`src/rtl/xor_cipher_pkg.sv`:
```
// Shared types and defaults for the XOR cipher control path.
package xor_cipher_pkg;

  localparam int KEY_BITS_DEF = 32;
  localparam int MSG_BITS_DEF = 512;
  localparam int TIMEOUT_DEF  = 2048;

  typedef enum logic [2:0] {
    S_IDLE,
    S_LOAD_KEY,
    S_LOAD_MSG,
    S_WAIT_ENC,
    S_WAIT_SER,
    S_ERROR
  } state_t;

  typedef enum logic [1:0] {
    CMD_NOP      = 2'b00,
    CMD_LOAD_KEY = 2'b01,
    CMD_LOAD_MSG = 2'b10,
    CMD_ENCRYPT  = 2'b11
  } cmd_t;

  typedef enum logic [1:0] {
    ERR_NONE    = 2'b00,
    ERR_ORDER   = 2'b01,
    ERR_TIMEOUT = 2'b10,
    ERR_RSVD    = 2'b11
  } err_t;

endpackage

```
`src/rtl/seq_bit_counter.sv`:
```
// Terminal-count counter: clears, counts when enabled, saturates at term.
module seq_bit_counter #(
  parameter int W = 8
) (
  input  logic         clk,
  input  logic         rst_n,
  input  logic         clr,
  input  logic         en,
  input  logic [W-1:0] term,
  output logic [W-1:0] count,
  output logic         tc
);

  assign tc = (count == term);

  always_ff @(posedge clk) begin
    if (!rst_n) begin
      count <= '0;
    end else if (clr) begin
      count <= '0;
    end else if (en && !tc) begin
      count <= count + 1'b1;
    end
  end

endmodule

```
`src/rtl/xor_cipher_sequencer.sv`:
```
// Command sequencer for the XOR cipher datapath: load gating,
// encrypt start, completion tracking and timeout reporting.
module xor_cipher_sequencer
  import xor_cipher_pkg::*;
#(
  parameter int KEY_BITS = KEY_BITS_DEF,
  parameter int MSG_BITS = MSG_BITS_DEF,
  parameter int TIMEOUT  = TIMEOUT_DEF
) (
  input  logic       clk,
  input  logic       rst_n,
  input  logic       ena,
  input  logic       iCmd_valid,
  input  logic [1:0] iCmd,
  input  logic       iAbort,
  input  logic       iEncrypt_done,
  input  logic       iSerial_end,
  output logic       oCmd_ready,
  output logic       oLoad_key,
  output logic       oLoad_msg,
  output logic       oStart_enc,
  output logic       oBusy,
  output logic       oKey_loaded,
  output logic       oMsg_loaded,
  output logic [1:0] oErr_code
);

  localparam int CNT_W = $clog2(MSG_BITS) + 1;
  localparam int TMR_W = $clog2(TIMEOUT + 1);
  localparam logic [CNT_W-1:0] KEY_LAST = CNT_W'(KEY_BITS - 1);
  localparam logic [CNT_W-1:0] MSG_LAST = CNT_W'(MSG_BITS - 1);
  localparam logic [TMR_W-1:0] TMR_LAST = TMR_W'(TIMEOUT - 1);

  state_t state, state_n;
  err_t   err_q, err_n;
  logic   key_q, key_n;
  logic   msg_q, msg_n;
  logic   start_q, start_n;
  logic   accept;

  logic [CNT_W-1:0] bit_cnt;
  logic [CNT_W-1:0] bit_term;
  logic             bit_tc;
  logic [TMR_W-1:0] tmr_cnt;
  logic             tmr_tc;

  assign oCmd_ready  = (state == S_IDLE) && ena;
  assign oLoad_key   = (state == S_LOAD_KEY);
  assign oLoad_msg   = (state == S_LOAD_MSG);
  assign oStart_enc  = start_q;
  assign oBusy       = (state != S_IDLE) && (state != S_ERROR);
  assign oKey_loaded = key_q;
  assign oMsg_loaded = msg_q;
  assign oErr_code   = err_q;

  assign accept   = iCmd_valid && oCmd_ready && !iAbort;
  assign bit_term = (state == S_LOAD_MSG) ? MSG_LAST : KEY_LAST;

  seq_bit_counter #(.W(CNT_W)) u_bit_cnt (
    .clk   (clk),
    .rst_n (rst_n),
    .clr   (ena && (state == S_IDLE)),
    .en    (ena && (oLoad_key || oLoad_msg)),
    .term  (bit_term),
    .count (bit_cnt),
    .tc    (bit_tc)
  );

  // Timer restarts on entry to each wait state.
  seq_bit_counter #(.W(TMR_W)) u_tmr_cnt (
    .clk   (clk),
    .rst_n (rst_n),
    .clr   (ena && ((state == S_IDLE) ||
            ((state == S_WAIT_ENC) && iEncrypt_done))),
    .en    (ena && ((state == S_WAIT_ENC) ||
            (state == S_WAIT_SER))),
    .term  (TMR_LAST),
    .count (tmr_cnt),
    .tc    (tmr_tc)
  );

  always_comb begin
    state_n = state;
    err_n   = err_q;
    key_n   = key_q;
    msg_n   = msg_q;
    start_n = 1'b0;
    if (iAbort) begin
      state_n = S_IDLE;
      err_n   = ERR_NONE;
      key_n   = 1'b0;
      msg_n   = 1'b0;
    end else begin
      unique case (state)
        S_IDLE: begin
          if (accept) begin
            err_n = ERR_NONE;
            unique case (cmd_t'(iCmd))
              CMD_LOAD_KEY: begin
                state_n = S_LOAD_KEY;
                key_n   = 1'b0;
              end
              CMD_LOAD_MSG: begin
                state_n = S_LOAD_MSG;
                msg_n   = 1'b0;
              end
              CMD_ENCRYPT: begin
                if (key_q && msg_q) begin
                  state_n = S_WAIT_ENC;
                  start_n = 1'b1;
                end else begin
                  state_n = S_ERROR;
                  err_n   = ERR_ORDER;
                end
              end
              default: ;
            endcase
          end
        end
        S_LOAD_KEY: begin
          if (bit_tc) begin
            state_n = S_IDLE;
            key_n   = 1'b1;
          end
        end
        S_LOAD_MSG: begin
          if (bit_tc) begin
            state_n = S_IDLE;
            msg_n   = 1'b1;
          end
        end
        S_WAIT_ENC: begin
          if (iEncrypt_done) begin
            state_n = S_WAIT_SER;
          end else if (tmr_tc) begin
            state_n = S_ERROR;
            err_n   = ERR_TIMEOUT;
          end
        end
        S_WAIT_SER: begin
          if (iSerial_end) begin
            state_n = S_IDLE;
            msg_n   = 1'b0;
          end else if (tmr_tc) begin
            state_n = S_ERROR;
            err_n   = ERR_TIMEOUT;
          end
        end
        S_ERROR: ;
        default: state_n = S_IDLE;
      endcase
    end
  end

  // ena low freezes every register, abort included.
  always_ff @(posedge clk) begin
    if (!rst_n) begin
      state   <= S_IDLE;
      err_q   <= ERR_NONE;
      key_q   <= 1'b0;
      msg_q   <= 1'b0;
      start_q <= 1'b0;
    end else if (ena) begin
      state   <= state_n;
      err_q   <= err_n;
      key_q   <= key_n;
      msg_q   <= msg_n;
      start_q <= start_n;
    end
  end

endmodule

```
`config.mk`:
```
export PLATFORM = sky130hd
export DESIGN_NAME = xor_cipher_sequencer
export DESIGN_NICKNAME = d
export VERILOG_FILES = /design/src/rtl/xor_cipher_pkg.sv /design/src/rtl/seq_bit_counter.sv /design/src/rtl/xor_cipher_sequencer.sv
export SDC_FILE = /design/constraint.sdc
export NUM_CORES = 1
export LEC_CHECK = 0
export CAP_MARGIN = 5
export CORE_MARGIN = 2
export CORE_UTILIZATION = 62
export DETAILED_ROUTE_END_ITERATION = 10
export PLACE_DENSITY = 0.83
export SLEW_MARGIN = 20
export SYNTH_ARGS = -nofsm -noshare
export SYNTH_HDL_FRONTEND = slang
export SYNTH_HIERARCHICAL = 1
export SYNTH_SLANG_ARGS = --single-unit
export TNS_END_PERCENT = 1
```
`constraint.sdc`:
```
create_clock -name clk -period 4.6 [get_ports clk]
set_input_delay 1.38 -clock clk [delete_from_list [all_inputs] [get_ports clk]]
set_output_delay 1.38 -clock clk [all_outputs]
set_load 0.005 [all_outputs]
```
Yosys cells after proc, flatten, opt, wreduce, memory -nomap -nowiden
Cells that the tools add are included.

word-level totals
  register bits after elaboration = 30
  input bits = 9
  output and inout bits = 9
  word-level logic and storage cells = 94

cells by class
  $add $sub $neg = 2
  equal/unequal tests = 22
  muxes and demuxes = 33
  bitwise gates (word level) = 1
  reductions and logical operators = 29

operators by type and width
  operator                                                                  count
  3-bit two-way mux                                                         7
  1-bit two-way mux                                                         15
  3-bit inequality test (second input constant)                             5
  3-bit one-hot mux with 5 select lines                                     1
  5-bit AND reduction                                                       3
  12-bit by 1-bit adder with 12-bit output (second input constant)          1
  12-bit by 11-bit == test with 1-bit output (second input constant)        1
  3-bit by 2-bit inequality test with 1-bit output (second input constant)  4
  1-bit logical AND                                                         11
  10-bit by 1-bit adder with 10-bit output (second input constant)          1
  10-bit by 9-bit == test with 1-bit output                                 1
  2-bit two-way mux                                                         5
  9-bit two-way mux                                                         1
  3-bit one-hot mux with 3 select lines                                     1
  4-bit nonzero test                                                        2
  3-bit by 2-bit == test with 1-bit output (second input constant)          2
  3-bit == test (second input constant)                                     2
  2-bit one-hot mux with 3 select lines                                     1
  6-bit AND reduction                                                       1
  3-bit nonzero test                                                        2
  2-bit OR reduction                                                        3
  5-bit by 2-bit inequality test with 1-bit output (second input constant)  1
  2-bit == test (second input constant)                                     2
  3-bit by 1-bit == test with 1-bit output (second input constant)          1
  9 further kinds                                                           13

Logic depth before layout (Yosys ltp)
Gate-level depths: netlist of run 1.

  depth in word-level cells = 7
  mapped depth = 11
  depth with buffers taken out = 10

Modules after synthesis
Netlist of run 1, hierarchy kept.

by module, submodules not included
  module                        times used  cells each  area each (um^2)  seq. area each (um^2)
  seq_bit_counter at u_tmr_cnt  1           82          725.7             240.2
  xor_cipher_sequencer          1           102         709.4             160.2
  seq_bit_counter at u_bit_cnt  1           69          608.1             200.2

Worst setup path after synthesis of run 1
Ideal clock, no wire load.

  path kind = input to output
  start point = in ena
  end point = out oCmd_ready
  arrival time = 1.625 ns
  data required time = 3.220 ns
  setup slack = 1.595 ns
  cell stages on the path = 2
  buffers on the path = 0
  cells stage by stage = inv_1 nor2_1

between the ends
  cells in the longest elaborated chain, start to end = 1

ends and longest elaborated chain
  what                RTL line                    RTL
  start: declaration  xor_cipher_sequencer.sv:12  input logic ena,
  1-bit logical AND   xor_cipher_sequencer.sv:47  assign oCmd_ready = (state == S_IDLE) && ena;
  end: declaration    xor_cipher_sequencer.sv:18  output logic oCmd_ready,

Every way passes these cells.

Worst setup path after layout of run 1
Ends and elaborated chain as after synthesis.

==> results of run 1 <==
[flip-flops by register name, indices dropped and copies added, names as in the netlist]
signal	count
u_tmr_cnt/count	12
u_bit_cnt/count	10
state	3
oErr_code	2
oKey_loaded	1
oMsg_loaded	1
oStart_enc	1
[routing by layer]
metal  track usage  share of wire  vias up  wire length [um]
met5             0              0        -                 0
met4         0.152          0.015        0                70
met3        0.0609          0.058        6               261
met2         0.413           0.45       66              2050
met1         0.345           0.47      872              2140
li1              -              -      992                 -
[cell type report]
type,count,area (sq um),area share
sequential,30,601,0.256
timing repair buffer,18,178,0.0757
clock inverter,1,5.00,0.00213
tap,44,55.1,0.0234
inverter,7,26.3,0.0112
multi-input combinational,224,1430,0.608
clock buffer,7,55.1,0.0234
[path summary, 6_finish.rpt]
check	depth (start not counted)	startpoint	slack, ns	to
setup / recovery	4	ena	0.53	oCmd_ready
hold / removal	2	oErr_code[0]	0.46	oErr_code[0]
setup reg to reg	9	state[1]	1.66	oMsg_loaded
hold reg to reg	2	oErr_code[0]	0.46	oErr_code[0]
[report_power, final]
group	switching, W	leakage (nW)	internal (W)
Combinational	0.0000399	0.448	0.0000327
Sequential	0.00000383	0.242	0.000261
Clock	0.0000948	0.0353	0.0000740
[stage by stage]
step | total power (W) | setup WS (ns) | area (sq um) | hold slack, ns | std cells
5_1_grt | 0.000534 | 0.447 | 2350 | 0.508 | 331
6_report | 0.000506 | 0.527 | 2350 | 0.462 | 331
4_1_cts | 0.000511 | 0.518 | 2350 | 0.469 | 331
3_5_place_dp | 0.000342 | 0.531 | 2290 | 0.456 | 323
3_3_place_gp | 0.000342 | 0.525 | 2290 | 0.445 | 323
2_1_floorplan | 0.000319 | 1.59 | 2100 | 0.447 | 269
[critical path, stage by stage]
cell	delay, ns
clkdlybuf4s50_1	0.55
inv_1	0.08
nor2_1	0.16
clkdlybuf4s50_1	0.53
[cell families (layout without fill, tap and decap cells)]
group,count (synthesis),in the layout
simple gates,109,109
compound gates,66,66
flops,30,30
xor+xnor,27,27
buf+inv,15,33
fa+ha+maj,2,2
other cells,2,18
mux,2,2
[placed cells by master (no fill, tap or decap), types with 4 or more instances in the layout]
cell / instances
nor2_1: 15
nand3_1: 7
or3_1: 9
clkdlybuf4s50_1: 17
inv_1: 7
o21ai_0: 14
clkbuf_4: 5
o21ai_1: 5
nand2_1: 20
xnor2_1: 26
conb_1: 18
nor2b_1: 4
dfxtp_1: 30
nand2b_1: 5
nor3_1: 5
nand4_1: 8
or4_1: 7
and2_1: 6
o31ai_1: 8
a21oi_1: 17
==> results by group, run 1 <==
Timing
  – Tcrit/Tclk final: 0.885
  – Final count of pins violating max slew: 0
  – Setup TNS: 0 ns
  – Max-slew headroom: 0.477
  – Endpoints failing setup: 0
  – Worst clock skew: 0.00477 ns
  – RSZ-0062 raised after global routing: false
  – Fin. Hold Viols: 0
  – Minimum clock period: 4.07 ns
  – Worst-margin pin slew: 0.779 ns
  – FMAX: 0.246 GHz

Clock tree
  – Num CTS Buffers: 5
  – Later-pin clock latency in the skew report: ~0.34 ns
  – H-Tree Depth: 2
  – CTS clock-pin slew for the worst setup and hold paths: about 0.090 ns
  – Post-CTS Repair Setup Buffers: 0
  – # clock sinks: 30
  – Maximum buffer depth of the clock tree: 2
  – Post-cts sizing count: 0
  – CTS tree: yes
  – Post-CTS Hold Fix Bufs: 0
  – CTS root buf: clkbuf_4

Logic synthesis
  – Top_reg_cell synth: dfxtp_1
  – Synth top area cells: dfxtp_1 (29%), xnor2_1 (11%), a21oi_1 (4.2%)
  – Asr flop ratio synth: 0
  – Multiplexer area fraction after synthesis: 0.00980
  – Post-synthesis compound-gate area fraction: 0.210
  – Post-Synth Adder-Cell Area: 0.0122
  – Syn Area/Cell: 8.08 sq um
  – Seq/Total Area, Yosys: 0.294
  – Xor and xnor area share after synthesis: 0.116
  – Count leader, synth: dfxtp_1
  – Main combinational cell family by area after synthesis: simple AND/OR/NAND/NOR gates
  – Yosys warns: 6
  – Synth Cell Area: a little over 0.002 sq mm
  – Synth cell types: slightly below 60
  – Flops & latches, synth: 30
  – Area leader, netlist: dfxtp_1
  – Post-Synth Simple-Gate Area: 0.318
  – Synth top area share: 0.294
  – Cells after synthesis: 253
  – Synth cell count leaders: dfxtp_1 (30), xnor2_1 (26), nand2_1 (20)
  – Post-synth EDFFs: 0

Floorplanning
  – Row cnt: 20
  – Core ar.: 0.00310 sq mm
  – DIE HEIGHT: roughly 61 um
  – Starting Density: 0.658
  – I/O pins: 18
  – Die W: between 60 and 70 um
  – Die Area: 0.00377 sq mm

Outcome
  – Outcome: completed

Setup path
  – Critical Path Source Type: primary input
  – Endpoint class of the critical path: primary output
  – Arrival time of the worst setup path: 2.69 ns
  – Crit path required time: 3.22 ns
  – Critical Path Fanout Max: 5
  – Setup CP Type: primary input to primary output

Placement
  – Detailed Place HPWL: about 3.3 mm
  – Final Wtd Congestion: between 0.8 and 0.9
  – IO buf count: 17

Route
  – Vias per cell: 5.85
  – Routed len/inst: approximately 14 um
  – DRT Pass-1 Iters: 4
  – Total Wirelength: 4.52 mm
  – ANT nets after route: 0
  – Routed via count: slightly below 2000
  – Iter 0 DRT Violations: 120
  – DRC violations left: 0

GRT
  – Gr ovfl total: 0
  – Initial antenna violation count: 0
  – Number of global-route vias before repair: 1753
  – Largest net degree at the start of global routing: 22
  – First-pass GRT wire length: about 7.4 mm
  – Tot GR Track Use: 0.268

Pwr
  – Static Leak: 0.725 nW
  – P per Cell Area: around 220 mW/mm^2
  – Maximum VDD drop: between 0.2 and 0.25 mV

Finish
  – Layout area overhead: 14.9%
  – Post-layout util: 0.757
  – # fillers: 281
  – Ant diodes: 0
  – Share of cells above drive strength 1: 0.0732
  – Layout Nets: 297

Hold path
  – Worst min path class: flop to flop

Job
  – Max Cap Viol: 0
Power figures use the tool's default switching activity.
==> inputs of run 2 (changes only) <==
Settings changed: CORE_ASPECT_RATIO set to 1.25.
==> run 2 against run 1 <==
Effect of this change:
- combinational power decreased by 2%
- sequential power hardly changed
- total power up 19%
- via count increased by 1.3%
- worst hold slack lost 0.0059 ns
- register-to-register slack improved by 0.08 ns
- critical path type unchanged
- critical endpoint unchanged
==> results by group, run 2 (synthesis gave the netlist of run 1 again) <==
Outcome
  – Outcome: completed

Finish
  – Ant diodes: 0 (unchanged)
  – Sequential cell area: 601 sq um (unchanged)
  – Commonest non-fill, non-tap cells in the layout: dfxtp_1 (30), xnor2_1 (26), nand2_1 (20)
  – Layout Nets: 296 (-0.34%)
  – # fillers: 268 (-4.6%)
  – Layout area overhead: 16.5%
  – Post-layout util: 0.752 (-0.00468)
  – Biggest regs: u_tmr_cnt/count (12), u_bit_cnt/count (10), state (3)
  – Most common cell after layout, fill and taps aside: dfxtp_1
  – Multi-input gate area: 0.00143 sq mm (unchanged)
  – Max FFs per register: 12 (unchanged)
  – Most flops, register: u_tmr_cnt/count
  – Share of cells above drive strength 1: 0.0734 (+0.000256)

Hold path
  – Worst min path class: flop to flop
  – Hold Path End: oErr_code[0]
  – Worst hold path depth: 2 (unchanged)
  – Hold path startpoint: oErr_code[0]

Setup path
  – CP max stage delay: 0.54 ns (about the same)
  – RR Startpoint: state[1]
  – Setup CP Type: primary input to primary output
  – Worst r2r dst: oMsg_loaded
  – Crit-path cells: clkdlybuf4s50_1 > inv_1 > nor2_1 > clkdlybuf4s50_1
  – Slowest-stage cell, CP: clkdlybuf4s50_1
  – Worst r2r path cells: 9 (unchanged)
  – Critical Path Fanout Max: 7 (+2)
  – CP Buf/Inv Count: 3 (unchanged)
  – Endpoint class of the critical path: primary output
  – Family with the most delay on the worst path: buffers and inverters
  – Most used cell, CP: clkdlybuf4s50_1
  – Arrival time of the worst setup path: 2.79 ns (+0.10 ns)
  – Critical Path Source Type: primary input
  – Crit path required time: 3.22 ns (about the same)
  – Reg-to-reg slack, setup: 1.74 ns (+0.08 ns)

Placement
  – Detailed Place HPWL: 3.22 mm (-3.2%)
  – IO buf count: 17 (unchanged)
  – Final Wtd Congestion: 0.807 (-5.4%)
  – DP Worst Slack: 0.432 ns (-0.0989 ns)

Timing
  – RSZ-0062 raised after global routing: false
  – Worst clock skew: 0.00527 ns (+0.000504 ns)
  – FMAX: 0.240 GHz (-2.4%)
  – Fin. Hold Viols: 0 (unchanged)
  – Max-slew headroom: 0.498 (+0.0211)
  – Tcrit/Tclk final: 0.907 (+0.0219)
  – Final worst slack: 0.426 ns (-0.101 ns)
  – Worst-margin pin slew: 0.748 ns (-0.0314 ns)
  – Setup TNS: 0 ns (unchanged)
  – Minimum clock period: 4.17 ns (+0.101 ns)
  – Endpoints failing setup: 0 (unchanged)
  – Final count of pins violating max slew: 0 (unchanged)
  – Hold Slack: 0.456 ns (-0.00586 ns)

GRT
  – Tot GR Track Use: 0.250 (-0.0175)
  – Initial antenna violation count: 0 (unchanged)
  – Gr ovfl total: 0 (unchanged)
  – First-pass GRT wire length: 7.39 mm (about the same)
  – Largest net degree at the start of global routing: 22 (unchanged)
  – Number of global-route vias before repair: 1670 (-4.7%)

Clock tree
  – # clock sinks: 30 (unchanged)
  – Post-cts sizing count: 0 (unchanged)
  – CTS tree: yes
  – H-Tree Depth: 2 (unchanged)
  – Post-CTS Hold Fix Bufs: 0 (unchanged)
  – Num CTS Buffers: 5 (unchanged)
  – Post-CTS Repair Setup Buffers: 0 (unchanged)
  – Later-pin clock latency in the skew report: 0.29 ns (-0.05 ns)
  – CTS root buf: clkbuf_8
  – Maximum buffer depth of the clock tree: 2 (unchanged)
  – CTS clock-pin slew for the worst setup and hold paths: 0.06 ns (-0.03 ns)

Floorplanning
  – Starting Density: 0.645 (-0.0130)
  – I/O pins: 18 (unchanged)
  – Die W: 55.3 um (-9.9%)
  – Row cnt: 23 (+15%)
  – DIE HEIGHT: 68.2 um (+11%)
  – Die Area: 0.00377 sq mm (about the same)
  – Core ar.: 0.00317 sq mm (+2.0%)

Route
  – DRT Pass-1 Iters: 4 (unchanged)
  – Routed via count: 1961 (+1.3%)
  – DRC violations left: 0 (unchanged)
  – Iter 0 DRT Violations: 56 (-53%)
  – Routed len/inst: 13.6 um (-0.18%)
  – Total Wirelength: 4.40 mm (-2.6%)
  – Vias per cell: 6.07 (+3.8%)
  – ANT nets after route: 0 (unchanged)

Pwr
  – P per Cell Area: 252 mW/mm^2 (+17%)
  – Maximum VDD drop: 0.192 mV (-5.5%)
  – Static Leak: 0.743 nW (+2.5%)
  – Tot Pwr: 0.000601 W (+19%)

Job
  – Max Cap Viol: 0 (unchanged)
==> run 2: area by class of cell <==
class | instances | share of cell area
inverter | 7 | 0.0110
tap | 37 | 0.0194
timing repair buffer | 17 | 0.0715
sequential | 30 | 0.252
multi-input combinational | 224 | 0.600
clock inverter | 3 | 0.0168
clock buffer | 5 | 0.0289
==> run 2: tightest hold or removal path, cell delays in order, from the launching register on <==
cell and delay (ns):
dfxtp_1 0.31, nand2_1 0.05, a21boi_1 0.05
==> run 2: report_power, final <==
part / internal [W] / total, W / switching, W / leakage, nW
clock: 0.000159 / 0.000265 / 0.000106 / 0.0579
sequential: 0.000261 / 0.000265 / 0.00000381 / 0.242
combinational: 0.0000322 / 0.0000710 / 0.0000388 / 0.443
==> run 2: worst max path at each step <==
stage	start	end	slack, ns	cells after the start
after CTS	ena	oCmd_ready	0.42	4
after global routing	ena	oCmd_ready	0.32	4
after global placement	ena	oCmd_ready	0.49	4
after floorplan	ena	oCmd_ready	1.59	2
final	ena	oCmd_ready	0.43	4
after detailed placement	ena	oCmd_ready	0.43	4
==> run 2: layer usage <==
metal  wire, um  vias up  GRT usage
met1       1950      913      0.302
met5          0        -          0
met2       2180       52      0.439
li1           -      985          -
met3        185       11     0.0510
met4         85        0      0.101
==> run 2: metrics by stage <==
stage               instance area (sq um)  std cells
floorplan                            2100        269
global placement                     2270        315
detailed placement                   2270        315
CTS                                  2380        323
global route                         2380        323
finish                               2380        323
